## src/rtl/memory_access_stage.sv

```systemverilog
// memory_access_stage: M-stage data memory access FSM (IDLE/BUSY) and M/W pipeline register; optional macro DMEM_TIMEOUT_EN adds a BUSY timeout abort
module memory_access_stage #(
  parameter int TIMEOUT_CYCLES = 16
) (
  input  logic        clk,
  input  logic        rst,
  input  logic        RegWriteM,
  input  logic        MemReadM,
  input  logic        MemWriteM,
  input  logic        ResultSrcM,
  input  logic [4:0]  RD_M,
  input  logic [31:0] ALU_ResultM,
  input  logic [31:0] WriteDataM,
  input  logic [31:0] PCPlus4M,
  output logic        DMemReq,
  output logic        DMemWe,
  output logic [31:0] DMemAddr,
  output logic [31:0] DMemWData,
  input  logic        DMemReady,
  input  logic [31:0] DMemRData,
  output logic        RegWriteW,
  output logic        ResultSrcW,
  output logic [4:0]  RD_W,
  output logic [31:0] ALU_ResultW,
  output logic [31:0] ReadDataW,
  output logic [31:0] PCPlus4W,
  output logic        StallM,
  output logic        MemErrorW
);
  typedef enum logic {IDLE, BUSY} state_t;
  state_t state;
  logic memOp, loadOp, timeoutHit, bubble;
  assign memOp = MemReadM | MemWriteM;
  assign loadOp = MemReadM & ~MemWriteM;
`ifdef DMEM_TIMEOUT_EN
  localparam int CW = ($clog2(TIMEOUT_CYCLES) + 1 > 5) ? $clog2(TIMEOUT_CYCLES) + 1 : 5;
  logic [CW-1:0] cnt;
  assign timeoutHit = state == BUSY && cnt == CW'(TIMEOUT_CYCLES - 1) && !DMemReady;
  // Count BUSY cycles spent waiting; cleared while idle so each access starts from zero
  always_ff @(posedge clk or negedge rst)
    if (!rst) cnt <= '0;
    else if (state == IDLE) cnt <= '0;
    else if (!DMemReady) cnt <= cnt + 1'b1;
  // Sticky error flag raised when an access is abandoned on timeout
  always_ff @(posedge clk or negedge rst)
    if (!rst) MemErrorW <= 1'b0;
    else if (timeoutHit) MemErrorW <= 1'b1;
`else
  logic unusedTimeout;
  assign unusedTimeout = ^TIMEOUT_CYCLES;
  assign timeoutHit = 1'b0;
  assign MemErrorW = 1'b0;
`endif
  assign DMemReq = rst & ~timeoutHit & (state == BUSY | memOp);
  assign DMemWe = DMemReq & MemWriteM;
  assign DMemAddr = {ALU_ResultM[31:2], 2'b00};
  assign DMemWData = WriteDataM;
  assign StallM = DMemReq & ~DMemReady;
  assign bubble = StallM | timeoutHit;
  // Enter BUSY when an idle-cycle access is not ready; leave on completion or timeout
  always_ff @(posedge clk or negedge rst)
    if (!rst) state <= IDLE;
    else state <= (state == IDLE) ? (StallM ? BUSY : IDLE) : ((DMemReady | timeoutHit) ? IDLE : BUSY);
  // M/W register: capture on completion, insert a bubble while stalled or aborted
  always_ff @(posedge clk or negedge rst)
    if (!rst) begin
      RegWriteW <= 1'b0;
      ResultSrcW <= 1'b0;
      RD_W <= '0;
      ALU_ResultW <= '0;
      ReadDataW <= '0;
      PCPlus4W <= '0;
    end else begin
      RegWriteW <= RegWriteM & ~bubble;
      ResultSrcW <= ResultSrcM & ~bubble;
      if (!bubble) begin
        RD_W <= RD_M;
        ALU_ResultW <= ALU_ResultM;
        PCPlus4W <= PCPlus4M;
        if (loadOp) ReadDataW <= DMemRData;
      end
    end
endmodule

```

## config.mk

```make
export PLATFORM = sky130hd
export DESIGN_NAME = memory_access_stage
export DESIGN_NICKNAME = d
export VERILOG_FILES = /design/src/rtl/memory_access_stage.sv
export SDC_FILE = /design/constraint.sdc
export NUM_CORES = 1
export LEC_CHECK = 0
export BUFFER_PORTS_ARGS = -buffer_cell sky130_fd_sc_hd__buf_2
export CAP_MARGIN = 20
export CORE_AREA = 5 5 119 121
export CTS_CLUSTER_DIAMETER = 30
export DETAILED_ROUTE_END_ITERATION = 8
export DIE_AREA = 0 0 124 126
export GPL_TIMING_DRIVEN = 0
export HOLD_SLACK_MARGIN = 0.12
export PLACE_DENSITY_LB_ADDON = 0.15
export SYNTH_ARGS = -nofsm -noshare
export SYNTH_HDL_FRONTEND = slang
export SYNTH_SLANG_ARGS = --single-unit
```

## constraint.sdc

```tcl
create_clock -name clk -period 1.4 [get_ports clk]
set_clock_uncertainty 0.05 [all_clocks]
set_input_delay 0.21 -clock clk [delete_from_list [all_inputs] [get_ports clk]]
set_output_delay 0.21 -clock clk [all_outputs]
set_load 0.02 [all_outputs]
```

==> results.sh <==
export IMPL_hold_violations=61
export IMPL_reg2reg_to="ALU_ResultW[2]"
export IMPL_clkSlewWorstSetupHoldPaths_ps=70
export IMPL_cp_buffers_inverters=2
export IMPL_clock_sinks=104
export IMPL_grt_max_degree=59
export IMPL_reg2reg_depth=5
export IMPL_antenna_found_initial=0
export IMPL_period_minus_slack_ps=1530
export IMPL_cts_path_max_buffers=2
export IMPL_rows=42
export IMPL_hp_class="primary input to asynchronous set/reset pin"
export IMPL_syn_to_final_growth_pct=74.8
export IMPL_clockRootBuffer="clkbuf_16"
export IMPL_grt_pass1_wl_mm=19.3
export IMPL_peakVddDrop_v=0.000598
export IMPL_detail_route_antenna_nets=0
export IMPL_ys_ff_latch=104
export IMPL_power_leakage_uw=0.00403
export IMPL_num_vias=3632
export IMPL_drt_first_pass_iters=4
export IMPL_start_util_pct=34.7
export IMPL_cp_slowest_cell="dfrtp_1"
export IMPL_synth_area_um2=4510
export IMPL_grt_overflow=0
export IMPL_cts_buffers=9
export IMPL_routedWlPerCell_um=15.6
export IMPL_cp_arrival_ps=1270
export IMPL_crit_type="flip-flop to primary output"
export IMPL_violations="negative hold slack, negative setup slack"
export IMPL_crit_top_cell="buf_6"
export IMPL_globalplace_congestion=0.705
export IMPL_critical_path_required_ps=1140
export IMPL_maxCapViolCount=0
export IMPL_critPathMaxStageDelay_ps=410
export IMPL_die_y_um=126
export IMPL_cts_tree="done"
export IMPL_clock_fmax_mhz=654
export IMPL_r2r_start="state"
export IMPL_multiInputGateArea_um2=1530
export IMPL_setup_viol=60
export IMPL_clkLatencyLatePin_ps=340
export IMPL_start_kind="flip-flop"
export IMPL_fin_util_pct=60.7
export IMPL_cp_cell_sequence="nor3_4 > nor2_4 > buf_6 > buf_6"
export IMPL_post_dp_hpwl_mm=9.06
export IMPL_seq_area_um2=2600
export IMPL_fillers=1036
export IMPL_outcome="complete, but fails checks"
export IMPL_maxSlewViolCount=0
export IMPL_grtUsageTotal_pct=15.9
export IMPL_syn_area_per_cell_um2=15.4
export IMPL_grt_pass1_vias=3907
export IMPL_synthCells=292
export IMPL_synth_distinct_cells=16
export IMPL_drtIter0Drc=101
export IMPL_core_um2=13000
export IMPL_ctsHoldBuffers=105
export IMPL_yosysSeqAreaShare_pct=57.7
export IMPL_rsz0062_at_grt="true"
export IMPL_powerDensity_nw_per_um2=1100
export IMPL_worst_setup_path_end_kind="primary output"
export IMPL_antenna_cells=0
export IMPL_htree_levels=3
export IMPL_cp_top_family="flip-flops"
export IMPL_layout_drive_gt1_share_pct=66.4
export IMPL_drt_wl_total_mm=13.4
export IMPL_die_w_um=124
export IMPL_worstPathMaxFanout=3
export IMPL_hold_ws_ps=-319
export IMPL_ys_warn_count=0
export IMPL_drcViolationCount=0
export IMPL_setup_ws_ps=-129
export IMPL_finalCritPeriodShare_pct=109
export IMPL_dieArea_um2=15600
export IMPL_cp_startpoint="state"
export IMPL_ff2ff_setup_slack_ps=-90
export IMPL_portBuffers=275
export IMPL_final_nets=817
export IMPL_viasPerCell=4.23
export IMPL_io_pin_count=311
## worst reg2reg max path, delay by kind of cell (launching register included)
family | cells | cell delay (ps)
flip-flops | 1 | 400
buffers and inverters | 2 | 360
multiplexers | 1 | 310
AND/OR/NAND/NOR | 2 | 260
## cell type report
class                           count  share of cell area, %
Clock inverter                      5                   1.02
Clock buffer                       11                   3.08
Buffer                             74                   7.92
Timing Repair Buffer              374                   32.6
Tap cell                          176                   2.79
Inverter                            1                 0.0476
Multi-Input combinational cell    113                   19.5
Sequential cell                   104                   33.0
## cell families (layout without fill, tap and decap cells)
logic type | count (synthesis) | after routing | synth area share (%)
DFF | 104 | 104 | 57.7
muxes | 101 | 101 | 27.7
buffers and inverters | 77 | 465 | 12.7
and+or+nand+nor | 8 | 8 | 1.66
other | 1 | 3 | 0.0832
AOI/OAI and AO/OA | 1 | 1 | 0.139
## power breakdown
part | switching [uW] | internal, uW | leakage [uW]
clock | 1100 | 1610 | 0.000152
sequential | 181 | 3350 | 0.00122
combinational | 1170 | 1260 | 0.00266
## worst max path at each step
stage / slack [ps] / endpoint / cells after the start
2_1_floorplan: 20 / ALU_ResultW[24] / 4
3_3_place_gp: -1960 / ALU_ResultW[19] / 5
3_5_place_dp: -820 / PCPlus4W[15] / 5
4_1_cts: -190 / DMemReq / 4
5_1_grt: -190 / StallM / 4
6_report: -130 / StallM / 4
## synthesized netlist by cell type, drive strengths merged
library cell	number	area (um2)
conb	1	3.75
buf	76	568
nor3	1	16.3
nand2b	1	13.8
inv	1	3.75
nor2	1	11.3
dfrtp	104	2600
and2	1	6.26
nor2b	3	18.8
o22ai	1	6.26
and3b	1	8.76
mux2	101	1250
## metrics by stage
stage          instance area, um2  setup slack [ps]  power [uW]  instances  TNS (ps)
2_1_floorplan                4520              17.8        4800        294         0
3_3_place_gp                 6110             -1960        5550        745   -319230
3_5_place_dp                 6140              -821        5590        746    -74120
4_1_cts                      7670              -192        8640        871     -3380
5_1_grt                      7880              -189        9050        858     -7000
6_report                     7880              -129        8670        858     -4010
## routing by layer
metal  share of wire, %  up-vias  GRT usage, %
li1                   -     1690             -
met2                 54      166          29.6
met4                2.4        0          7.09
met5                  0        -             0
met1                 35     1755          16.4
met3                8.9       21          4.17
## layout by cell type (no fill, tap or decap), types with 2 or more instances in the layout
cell           instances
buf_2                240
dfrtp_1              104
buf_4                 82
dlygate4sd3_1        105
mux2_2                11
buf_16                 2
buf_8                  2
nor2b_1                3
clkbuf_16              9
conb_1                 3
bufinv_16              2
mux2_4                81
mux2_1                 9
buf_6                 11
buf_12                 6
clkinvlp_4             2
## flip-flops by register name (all words and copies together) (netlist names)
register / cells
ResultSrcW: 1
PCPlus4W: 32
RegWriteW: 1
RD_W: 5
state: 1
ReadDataW: 32
ALU_ResultW: 32
## what timing repair did
action                                  in CTS  in global routing
pin swaps                                    2                  2
gates cloned                                 1                  0
hold endpoints to repair                   158                104
resized for setup                           28                 83
setup buffers                                4                  2
endpoints found under the setup margin     104                 94
(Power assumes the default switching activity.)
